$ cat src/rtl/sct_seq_ctrl.sv
`default_nettype none
// ============================================================================
// Module   : sct_seq_ctrl
// Purpose  : Sequential counter controller for the SCT sequencing path.
//            Holds the count/reload registers, accepts LOAD/START/STOP
//            commands over valid/ready, counts on an enable tick and
//            reports every terminal-count wrap as a sequence-numbered event
//            through a 2-entry first-word-fall-through buffer. Events that
//            arrive while the buffer is full (and not draining) are dropped,
//            flagged in a sticky overrun bit and counted (saturating).
// Ports    : clk, rst_n          - clock, asynchronous active-low reset
//            cmd_valid/cmd_ready - command handshake
//            cmd_op, cmd_data    - 00 NOP, 01 LOAD, 10 START, 11 STOP; data
//            cnt_en              - count-enable tick
//            cnt_q, busy         - current count, high while running
//            evt_valid/evt_ready - event handshake, evt_seq = head sequence
//            overrun, drop_cnt   - sticky drop flag, saturating drop count
// Config   : define SCT_SEQ_PRESCALE_EN to divide cnt_en by PRESCALE.
// Revision : 1.0 - initial release
// ============================================================================
module sct_seq_ctrl #(
  parameter int CNT_W    = 8,
  parameter int SEQ_W    = 8,
  parameter int PRESCALE = 4
) (
  input  logic             clk,
  input  logic             rst_n,
  input  logic             cmd_valid,
  output logic             cmd_ready,
  input  logic [1:0]       cmd_op,
  input  logic [CNT_W-1:0] cmd_data,
  input  logic             cnt_en,
  output logic [CNT_W-1:0] cnt_q,
  output logic             busy,
  output logic             evt_valid,
  input  logic             evt_ready,
  output logic [SEQ_W-1:0] evt_seq,
  output logic             overrun,
  output logic [3:0]       drop_cnt
);

  localparam logic [1:0] OP_LOAD  = 2'b01;
  localparam logic [1:0] OP_START = 2'b10;
  localparam logic [1:0] OP_STOP  = 2'b11;

  typedef enum logic [0:0] {
    ST_IDLE = 1'b0,
    ST_RUN  = 1'b1
  } state_t;

  // Reject nonsensical parameterisations at elaboration time.
  if (CNT_W < 2 || SEQ_W < 1 || PRESCALE < 1) begin : g_bad_param
    $error("sct_seq_ctrl: illegal parameter value");
  end

  state_t           state;
  logic [CNT_W-1:0] reload;
  logic [SEQ_W-1:0] seq;
  logic [SEQ_W-1:0] seq_next;
  logic [SEQ_W-1:0] fifo0;   // head entry
  logic [SEQ_W-1:0] fifo1;   // second entry
  logic [1:0]       fifo_cnt;

  logic cmd_fire;
  logic is_load;
  logic is_start;
  logic is_stop;
  logic tick;
  logic do_count;
  logic push;
  logic pop;
  logic drop;

  assign cmd_fire = cmd_valid & cmd_ready;
  assign is_load  = cmd_fire & (cmd_op == OP_LOAD);
  assign is_start = cmd_fire & (cmd_op == OP_START);
  assign is_stop  = cmd_fire & (cmd_op == OP_STOP);

`ifdef SCT_SEQ_PRESCALE_EN
  localparam int PS_W = (PRESCALE > 1) ? $clog2(PRESCALE) : 1;
  localparam logic [PS_W-1:0] PS_LAST = PS_W'(PRESCALE - 1);

  logic [PS_W-1:0] ps_cnt;

  // Tick on the PRESCALE-th enable pulse seen while running.
  assign tick = cnt_en & (state == ST_RUN) & (ps_cnt == PS_LAST);

  always_ff @(posedge clk or negedge rst_n) begin
    if (!rst_n) begin
      ps_cnt <= '0;
    end else if (is_load | is_start | is_stop) begin
      ps_cnt <= '0;
    end else if ((state == ST_RUN) && cnt_en) begin
      ps_cnt <= tick ? '0 : ps_cnt + 1'b1;
    end
  end
`else
  assign tick = cnt_en;
`endif

  // LOAD and STOP both pre-empt a same-cycle tick; a START from IDLE only
  // takes effect at this edge, so the tick is ignored because state is IDLE.
  assign do_count = (state == ST_RUN) & tick & ~is_load & ~is_stop;
  assign push     = do_count & (&cnt_q);
  assign seq_next = seq + 1'b1;
  assign pop      = evt_valid & evt_ready;
  // A pop in the same cycle frees the slot, so only a stalled full buffer drops.
  assign drop     = push & (fifo_cnt == 2'd2) & ~pop;

  assign busy      = (state == ST_RUN);
  assign evt_valid = (fifo_cnt != 2'd0);
  assign evt_seq   = fifo0;

  always_ff @(posedge clk or negedge rst_n) begin
    if (!rst_n) begin
      cmd_ready <= 1'b0;
    end else begin
      cmd_ready <= 1'b1;
    end
  end

  // Control FSM with count, reload and sequence registers.
  always_ff @(posedge clk or negedge rst_n) begin
    if (!rst_n) begin
      state  <= ST_IDLE;
      cnt_q  <= '0;
      reload <= '0;
      seq    <= '0;
    end else begin
      if (is_load) begin
        reload <= cmd_data;
        cnt_q  <= cmd_data;
      end else if (do_count) begin
        if (&cnt_q) begin
          cnt_q <= reload;
          seq   <= seq_next;
        end else begin
          cnt_q <= cnt_q + 1'b1;
        end
      end

      case (state)
        ST_IDLE: if (is_start) state <= ST_RUN;
        ST_RUN:  if (is_stop)  state <= ST_IDLE;
        default: state <= ST_IDLE;
      endcase
    end
  end

  // Two-entry FWFT event buffer; entry 0 is always the head.
  always_ff @(posedge clk or negedge rst_n) begin
    if (!rst_n) begin
      fifo0    <= '0;
      fifo1    <= '0;
      fifo_cnt <= 2'd0;
    end else begin
      case (fifo_cnt)
        2'd0: begin
          if (push) begin
            fifo0    <= seq_next;
            fifo_cnt <= 2'd1;
          end
        end
        2'd1: begin
          if (push && pop) begin
            fifo0 <= seq_next;
          end else if (push) begin
            fifo1    <= seq_next;
            fifo_cnt <= 2'd2;
          end else if (pop) begin
            fifo_cnt <= 2'd0;
          end
        end
        2'd2: begin
          if (pop) begin
            fifo0 <= fifo1;
            if (push) begin
              fifo1 <= seq_next;
            end else begin
              fifo_cnt <= 2'd1;
            end
          end
        end
        default: fifo_cnt <= 2'd0;
      endcase
    end
  end

  always_ff @(posedge clk or negedge rst_n) begin
    if (!rst_n) begin
      overrun  <= 1'b0;
      drop_cnt <= 4'd0;
    end else if (drop) begin
      overrun <= 1'b1;
      if (drop_cnt != 4'hF) begin
        drop_cnt <= drop_cnt + 4'd1;
      end
    end
  end

endmodule
`default_nettype wire
$ cat config.mk
export PLATFORM = sky130hd
export DESIGN_NAME = sct_seq_ctrl
export DESIGN_NICKNAME = d
export VERILOG_FILES = /design/src/rtl/sct_seq_ctrl.sv
export SDC_FILE = /design/constraint.sdc
export NUM_CORES = 1
export LEC_CHECK = 0
export ABC_AREA = 1
export ABC_CLOCK_PERIOD_IN_PS = 1800
export CAP_MARGIN = 10
export CORE_MARGIN = 2
export CORE_UTILIZATION = 54
export DETAILED_ROUTE_END_ITERATION = 8
export HOLD_SLACK_MARGIN = 0.03
export PLACE_DENSITY = 0.8
export SLEW_MARGIN = 20
export SYNTH_ARGS = -nofsm -noshare
export SYNTH_HDL_FRONTEND = slang
export SYNTH_SLANG_ARGS = --single-unit
$ cat constraint.sdc
create_clock -name clk -period 1.8 [get_ports clk]
set_input_delay 0.36 -clock clk [delete_from_list [all_inputs] [get_ports clk]]
set_output_delay 0.36 -clock clk [all_outputs]
set_load 0.005 [all_outputs]
; ---- Yosys cells after proc, flatten, opt, wreduce, memory -nomap -nowiden
; Cells that the tools add are included.
[classes]
n_eq_ne = 12
addsub = 3
n_bitwise = 15
mux = 21
n_reduce_logical = 12
[op_table]
columns = operator, n
row1 = $mux 8, 9
row2 = $pmux 8 s3, 1
row3 = $add 8x1->8 const B, 2
row4 = $pmux 8 s2, 1
row5 = $mux 2, 6
row6 = $and 1x1->1, 11
row7 = $ne 2x2->1 const B, 5
row8 = $reduce_and 10->1, 1
row9 = $reduce_and 8->1, 1
row10 = $eq 2x2->1 const B, 3
row11 = $pmux 2 s3, 1
row12 = $reduce_bool 2->1, 3
row13 = $reduce_and 5->1, 1
row14 = $add 4x1->4 const B, 1
row15 = $eq 2x1->1 const B, 2
row16 = $ne 4x4->1 const B, 1
row17 = $not 1->1, 4
row18 = $reduce_and 4->1, 1
row19 = $ne 3x3->1 const B, 1
row20 = $reduce_and 3->1, 1
row21 = $reduce_bool 3->1, 1
row22 = $logic_not 2->1, 1
row23 = $mux 1, 2
row24 = $pmux 1 s2, 1
row25 = 2 further kinds, 2
[word_totals]
inputBits = 15
register_bits = 49
out_inout_bits = 24
elab_cells = 73

; ---- Logic depth before layout (Yosys ltp)
; Gate-level depths: netlist of the first run.
[depth]
word_depth = 9
ltp_mapped = 10

; ---- Worst setup path before layout of the first run
; Ideal clock, no wire load.
[synth_path]
kind = flip-flop to flip-flop
startpoint = register cnt_q[1]
endpoint = register fifo1[6]
period_less_slack_ps = 1518
path_slack_ps = 282
stages_incl_launch_ff = 10
path_buffers = 1
t_arrival_ps = 1398
path_cell_list = dfrtp_1 > ha_1 > nand2_1 > inv_1 > nand3_4 > nor2_8 > nand2_4 > buf_6 > nand2_1 > o21ai_2
[synth_between]
elab_chain_cells = 5
word_cells_on_any_way = 9
[synth_rtl]
columns = item, line_no
row1 = from (decl), 33  ; output logic [CNT_W-1:0] cnt_q,
row2 = from (signal assigned), 132  ; cnt_q <= cmd_data;
row3 = from (signal assigned), 135  ; cnt_q <= reload;
row4 = from (signal assigned), 138  ; cnt_q <= cnt_q + 1'b1;
row5 = $reduce_and 8->1 *, 104  ; assign push = do_count & (&cnt_q);
row6 = $and 1x1->1 *, 104
row7 = $mux 8 or $logic_and 1x1->1 (tied branches), --
row8 = "$mux 8, or another cell as far along", --
row9 = $pmux 8 s2 or $reduce_and 3->1 (tied branches), --
row10 = to (signal assigned), 168  ; fifo1 <= seq_next;
row11 = to (signal assigned), 178  ; fifo1 <= seq_next;
row12 = to (decl), 61  ; logic [SEQ_W-1:0] fifo1;
; Every way passes the cells marked *; elsewhere a longest branch is shown, timed or not. The select of a mux whose other input is x is not followed.
; A chain may end at the register's enable or synchronous reset.

; ---- Worst setup path after layout of the first run
[layout_path]
startpoint = register fifo_cnt[0]
endpoint = output port evt_valid
[layout_between]
elab_chain_cells = 1
[layout_rtl]
columns = item, line_no
row1 = from (decl), 62  ; logic [1:0] fifo_cnt;
row2 = from (signal assigned), 155  ; fifo_cnt <= 2'd0;
row3 = from (signal assigned), 161  ; fifo_cnt <= 2'd1;
row4 = from (signal assigned), 169  ; fifo_cnt <= 2'd2;
row5 = $reduce_bool 2->1, 111  ; assign evt_valid = (fifo_cnt != 2'd0);
row6 = to (decl), 35  ; output logic evt_valid,
; Every way passes these cells.

==> results.json, run 1 <==
{
  "antenna_found_initial": 0,
  "fin_util_pct": 69.1,
  "die_w_um": 73.3,
  "intPower_mw": 2.06,
  "crit_path_end_kind": "primary output",
  "fin_skew_ns": 0.00588,
  "rows": 25,
  "clockPowerShare_pct": 28.3,
  "multi_input_area_um2": 1180,
  "initialDrtViolationCount": 89,
  "n_antenna_cell": 0,
  "gr-usage-all-layers_pct": 22.6,
  "setup_tns_ns": 0,
  "grt_overflow_total": 0,
  "power_frac_comb_pct": 24.9,
  "fmax_mhz": 578,
  "cp.required_ns": 1.44,
  "powerDensity_nw_per_um2": 888,
  "min_path_type": "in2async",
  "clock_sinks": 49,
  "path_cells": "inv_1, nand2_1, clkdlybuf4s50_1",
  "synth_fp_nets": 346,
  "cts_tree": "done",
  "cts-resized-gates": 0,
  "grt_setup_unrepaired": "false",
  "drc_errors": 0,
  "switching_share_pct": 28.6,
  "ys.flop_type": "dfrtp_1",
  "vias": 2266,
  "total_power_mw": 2.88,
  "cts.clk_slew.worst_paths_ns": 0.09,
  "synth_async_sr_flop_share_pct": 100,
  "portBuffers": 38,
  "place_hpwl_um": 4120,
  "holdBufCountCts": 0,
  "area_delta_synth_final_pct": 24.8,
  "synth-edff-count": 0,
  "htree_levels": 2,
  "cts_setup_buffers": 0,
  "slew_viol_final": 0,
  "yosysSeqAreaShare_pct": 47.2,
  "clock_latency_ns": 0.30,
  "cp.arrival_ns": 1.37,
  "ys_types": 33,
  "seq_power_share_pct": 46.9,
  "period_minus_slack_ns": 1.73,
  "root_buffer": "clkbuf_8",
  "routabilityCongestion": 0.879,
  "critPathSlowestCell": "clkdlybuf4s50_1",
  "dieArea_um2": 5380,
  "nets": 400,
  "dp.cells": 429,
  "fin_crit_sh_pct": 96.2,
  "ys_ff_latch": 49,
  "cts_buffers": 5,
  "cts_buffer_depth": 2,
  "crit_path_max_fanout": 4,
  "ys_warn_count": 0,
  "hold_viol": 0,
  "postSynthAreaPerCell_um2": 7.92,
  "regArea_um2": 1230,
  "routed_wl_um": 5520,
  "ant_nets": 0,
  "core_area_um2": 4690,
  "fin_cells": 437,
  "yosys.area_share.adder_pct": 1.45,
  "synth_top_family_by_area": "simple AND/OR/NAND/NOR gates",
  "grt_max_degree": 50,
  "vias_per_cell": 5.19,
  "place_ws_ns": -0.0596,
  "fin_hold_ws_ns": 0.0221,
  "syn_inst": 328,
  "fp.dieH_um": 73.3,
  "start_kind": "register",
  "max-vdd-ir-drop_v": 0.000415,
  "synth_xor_area_share_pct": 2.36,
  "finalInstanceArea_um2": 3240,
  "grt_pass1_wl_um": 9380,
  "io-pin-count": 39,
  "initial_core_util_pct": 55.3,
  "wl_per_cell_um": 12.6,
  "yosys.area_share.simple_pct": 31.5,
  "setup_violations": 0,
  "critPathMaxStageDelay_ns": 0.51,
  "synth_compound_area_share_pct": 9.88,
  "setup_ws_ns": 0.0693,
  "maxCapViolCount": 0,
  "drive_gt1_share_pct": 12.8,
  "grt_pass1_vias": 2159,
  "place_area_um2": 3120,
  "synthMuxAreaShare_pct": 0,
  "nFillCells": 385,
  "setup.worst_path.class": "reg2out",
  "power.static_leakage_nw": 1.73,
  "outcome": "complete, no violations",
  "drt-pass1-iter-count": 4,
  "switchingPower_mw": 0.822,
  "synth_area_um2": 2600
}
## cells in the final DEF (no fill, tap or decap), types with 8 or more instances in the layout
master and count:
buf_4 15, clkdlybuf4s50_1 37, dfrtp_1 49, inv_1 36
nand2_1 122, nand3_1 31, nor2_1 11, o21ai_0 19
o21ai_2 8
## sequential cells by signal (all words and copies together), names as in the netlist
| name | count |
|---|---|
| cnt_q | 8 |
| evt_seq | 8 |
| fifo1 | 8 |
| reload | 8 |
| seq | 8 |
| drop_cnt | 4 |
| fifo_cnt | 2 |
| busy | 1 |
| cmd_ready | 1 |
| overrun | 1 |
## power groups by stage
stage                     registers [mW]  clock network (mW)  logic, mW
after detailed placement            1.37                   0      0.710
final                               1.35               0.814      0.715
after global routing                1.37               0.880      0.821
after global placement              1.36                   0      0.698
after CTS                           1.35               0.833      0.726
after floorplan                     1.36                   0      0.371
## critical path, delay by kind of cell (launching register included)
family / cells / cell delay (ns)
and+or+nand+nor: 1 / 0.10
DFF: 1 / 0.41
buffers and inverters: 2 / 0.57
## final timing paths
path / from / endpoint / slack [ns] / cells after the start
max in group asynchronous: rst_n / drop_cnt[3]$_DFFE_PN0P_ / 1.55 / 2
min: rst_n / evt_seq[0]$_DFFE_PN0P_ / 0.02 / 2
min in group clk: reload[0]$_DFFE_PN0P_ / reload[0]$_DFFE_PN0P_ / 0.48 / 2
max: fifo_cnt[0]$_DFFE_PN0P_ / evt_valid / 0.07 / 3
min reg2reg: reload[0]$_DFFE_PN0P_ / reload[0]$_DFFE_PN0P_ / 0.48 / 2
max reg2reg: cnt_q[0]$_DFFE_PN0P_ / evt_seq[6]$_DFFE_PN0P_ / 0.15 / 9
## cell type report
| class | count | area share (%) |
|---|---|---|
| Clock buffer | 6 | 2.55 |
| Clock inverter | 2 | 1.16 |
| Inverter | 38 | 4.40 |
| Multi-Input combinational cell | 234 | 36.3 |
| Sequential cell | 49 | 37.8 |
| Tap cell | 54 | 2.08 |
| Timing Repair Buffer | 54 | 15.7 |
## layer usage
layer	vias to the layer above	GRT usage [%]	wire length, µm
met5	-	0	0
met1	1057	28.7	2440
met2	49	38.9	2790
met4	0	7.47	84
met3	8	4.12	205
li1	1152	-	-
## cells in the mapped netlist (2+ instances only)
cell type,n,share of area [%]
nand2_1,122,18
dfrtp_1,49,47
inv_1,36,5.2
nand3_1,31,6.0
o21ai_0,19,3.7
nor2_1,11,1.6
o21ai_2,8,2.7
nand4_1,6,1.4
xor2_1,6,2.0
a21oi_1,4,0.77
buf_6,3,1.3
ha_1,3,1.4
nand2_4,3,1.3
or2_2,3,0.72
buf_2,2,0.39
clkbuf_1,2,0.29
nand2_2,2,0.48
o21ai_1,2,0.39
o21bai_1,2,0.58
## cell families (layout without fill, tap and decap cells)
| group | count (synthesis) | in the layout |
|---|---|---|
| and+or+nand+nor | 183 | 183 |
| buffers and inverters | 45 | 100 |
| xor gates and xnor gates | 7 | 7 |
| adders and majority gates | 3 | 3 |
| DFF | 49 | 49 |
| other | 1 | 1 |
| AOI/OAI and AO/OA | 40 | 40 |
No activity file was read; power rests on OpenSTA's default activity.
==> run 2, diff against run 1 <==
--- a/config.mk
+++ b/config.mk
@@ -7,12 +7,12 @@
 export LEC_CHECK = 0
 export ABC_AREA = 1
 export ABC_CLOCK_PERIOD_IN_PS = 1800
-export CAP_MARGIN = 10
+export CAP_MARGIN = 20
 export CORE_MARGIN = 2
 export CORE_UTILIZATION = 54
 export DETAILED_ROUTE_END_ITERATION = 8
 export HOLD_SLACK_MARGIN = 0.03
-export PLACE_DENSITY = 0.8
+export PLACE_DENSITY_LB_ADDON = 0.3
 export SLEW_MARGIN = 20
 export SYNTH_ARGS = -nofsm -noshare
 export SYNTH_HDL_FRONTEND = slang
==> run 2 against run 1 <==
  * Final cell count fell by 0.46%
  * Clock power fell by 13%
  * Routed wire length fell by 1.3%
  * Worst hold slack improved by 0.46 ns
  * Via count fell by 1.4%
  * Clock-buffer cell count did not move
  * Critical path depth fell by 2
  * Sequential share of layout area rose by 0.35 points
  * Worst setup slack improved by 0.061 ns
  * Global-route usage rose by 0.25 points
  * Register-to-register slack improved by 0.06 ns
  * Critical path type unchanged
  * Critical endpoint is now cnt_q[3]
  * Largest power group unchanged
==> results.json, run 2 (same netlist as run 1, synthesis figures left out) <==
{
  "outcome": "complete, no violations",
  "clock_latency_ns": 0.31,
  "initial_core_util_pct": 55.3,
  "grt_max_degree": 30,
  "fin_skew_ns": 0.0114,
  "place_area_um2": 3100,
  "nFillCells": 395,
  "cts_buffers": 5,
  "root_buffer": "clkbuf_8",
  "drive_gt1_share_pct": 12.3,
  "setup.worst_path.class": "reg2out",
  "setup_violations": 0,
  "r2r_start": "cnt_q[1]$_DFFE_PN0P_",
  "die_w_um": 73.3,
  "critPathSlowestCell": "clkdlybuf4s50_1",
  "mostFrequentLayoutCell": "nand2_1",
  "path_buf_inv": 1,
  "antenna_found_initial": 0,
  "place_hpwl_um": 4070,
  "powerDensity_nw_per_um2": 862,
  "dieArea_um2": 5380,
  "fin_crit_sh_pct": 92.7,
  "total_power_mw": 2.77,
  "io-pin-count": 39,
  "final_cell_mix": "122 x nand2_1, 49 x dfrtp_1, 36 x clkdlybuf4s50_1",
  "core_area_um2": 4690,
  "min_from": "reload[1]$_DFFE_PN0P_",
  "routabilityCongestion": 0.821,
  "setup_tns_ns": 0,
  "ant_nets": 0,
  "grt_setup_unrepaired": "false",
  "nets": 398,
  "min_path_type": "reg2reg",
  "whs_endpoint": "reload[1]$_DFFE_PN0P_",
  "hold_viol": 0,
  "fmax_mhz": 599,
  "rows": 25,
  "wl_per_cell_um": 12.5,
  "clock_sinks": 49,
  "htree_levels": 2,
  "cts_setup_buffers": 0,
  "critPathMaxStageDelay_ns": 0.54,
  "ff2ff_setup_slack_ns": 0.21,
  "gr-usage-all-layers_pct": 22.8,
  "cts_tree": "done",
  "place_ws_ns": -0.0745,
  "cp.required_ns": 1.44,
  "maxCapViolCount": 0,
  "vias": 2235,
  "crit_path_max_fanout": 6,
  "grt_pass1_vias": 2183,
  "cts_buffer_depth": 2,
  "ff2ff_path_depth": 9,
  "grt_pass1_wl_um": 9620,
  "path_cells": "clkdlybuf4s50_1",
  "period_minus_slack_ns": 1.67,
  "worst_r2r_endpoint": "evt_seq[6]$_DFFE_PN0P_",
  "crit_path_end_kind": "primary output",
  "cp.arrival_ns": 1.31,
  "cp_top_family": "buffers and inverters",
  "area_delta_synth_final_pct": 23.7,
  "setup_ws_ns": 0.131,
  "routed_wl_um": 5450,
  "start_kind": "register",
  "max-vdd-ir-drop_v": 0.000393,
  "portBuffers": 38,
  "cts.clk_slew.worst_paths_ns": 0.09,
  "initialDrtViolationCount": 127,
  "drt-pass1-iter-count": 4,
  "grt_overflow_total": 0,
  "fp.dieH_um": 73.3,
  "vias_per_cell": 5.14,
  "slew_viol_final": 0,
  "min_path_cells": 2,
  "power.static_leakage_nw": 1.74,
  "n_antenna_cell": 0,
  "drc_errors": 0,
  "finalInstanceArea_um2": 3210
}
## run 2: cell count changes in the layout (fill, tap and decap cells not counted), sizes merged
cell           previous run  this run
buf                      17        14
bufinv                    1         0
clkdlybuf4s50            37        36
clkinv                    1         2
clkinvlp                  1         0
dlygate4sd3               0         1
dlymetal6s2s              0         1
inv                      37        38
## run 2: how the worst max path moves through the flow
stage                       startpoint                      to  slack (ns)  depth (start not counted)
3_5_place_dp                 cmd_valid  evt_seq[6]$_DFFE_PN0P_       -0.07                         11
2_1_floorplan     cnt_q[1]$_DFFE_PN0P_    fifo1[6]$_DFFE_PN0P_        0.28                          9
5_1_grt           cnt_q[1]$_DFFE_PN0P_  evt_seq[6]$_DFFE_PN0P_        0.03                          9
6_report          cnt_q[3]$_DFFE_PN0P_                cnt_q[3]        0.13                          1
3_3_place_gp                 cmd_valid  evt_seq[6]$_DFFE_PN0P_       -0.07                         11
4_1_cts        fifo_cnt[0]$_DFFE_PN0P_               evt_valid        0.04                          3
## run 2: where the power goes
group	leakage (nW)	internal (mW)	total (mW)	switching, mW
Combinational	1.06	0.369	0.698	0.329
Sequential	0.626	1.22	1.36	0.132
Clock	0.0518	0.320	0.712	0.392
Total	1.74	1.91	2.77	0.853
## run 2: what timing repair did
item                                    CTS  global route
endpoints found under the setup margin    0             2
hold buffers                              1             0
gates resized for setup                   0             2
hold endpoints to repair                 16             0
## run 2: layer usage
metal,vias to the layer above,GRT usage (%),wire length [µm]
met3,11,4.25,224
met4,0,7.68,100
met5,-,0,0
met1,1021,31.5,2640
li1,1146,-,-
met2,57,36.4,2480
## run 2: metrics by stage
step | std cells | util [%] | hold slack [ns]
after floorplan | 328 | - | 0.0644
after global placement | 426 | 66.0 | 0.314
after detailed placement | 426 | 66.0 | 0.318
after CTS | 435 | 68.4 | 0.489
after global routing | 435 | 68.4 | 0.516
final | 435 | 68.4 | 0.485
## run 2: cell type report
| class | instances | area [µm²] | share of cell area (%) |
|---|---|---|---|
| clock buffers | 6 | 82.6 | 2.57 |
| clock inverters | 2 | 17.5 | 0.546 |
| inverters | 38 | 143 | 4.44 |
| multi-input cells | 234 | 1180 | 36.6 |
| flip-flops and latches | 49 | 1230 | 38.2 |
| well taps | 54 | 67.6 | 2.10 |
| repair buffers | 52 | 498 | 15.5 |
==> run 3, diff against run 2 <==
--- a/config.mk
+++ b/config.mk
@@ -17,3 +17,4 @@
 export SYNTH_ARGS = -nofsm -noshare
 export SYNTH_HDL_FRONTEND = slang
 export SYNTH_SLANG_ARGS = --single-unit
+export TNS_END_PERCENT = 1
==> results of run 3 <==
The final DEF is identical to that of run 2; final timing and power are the same.
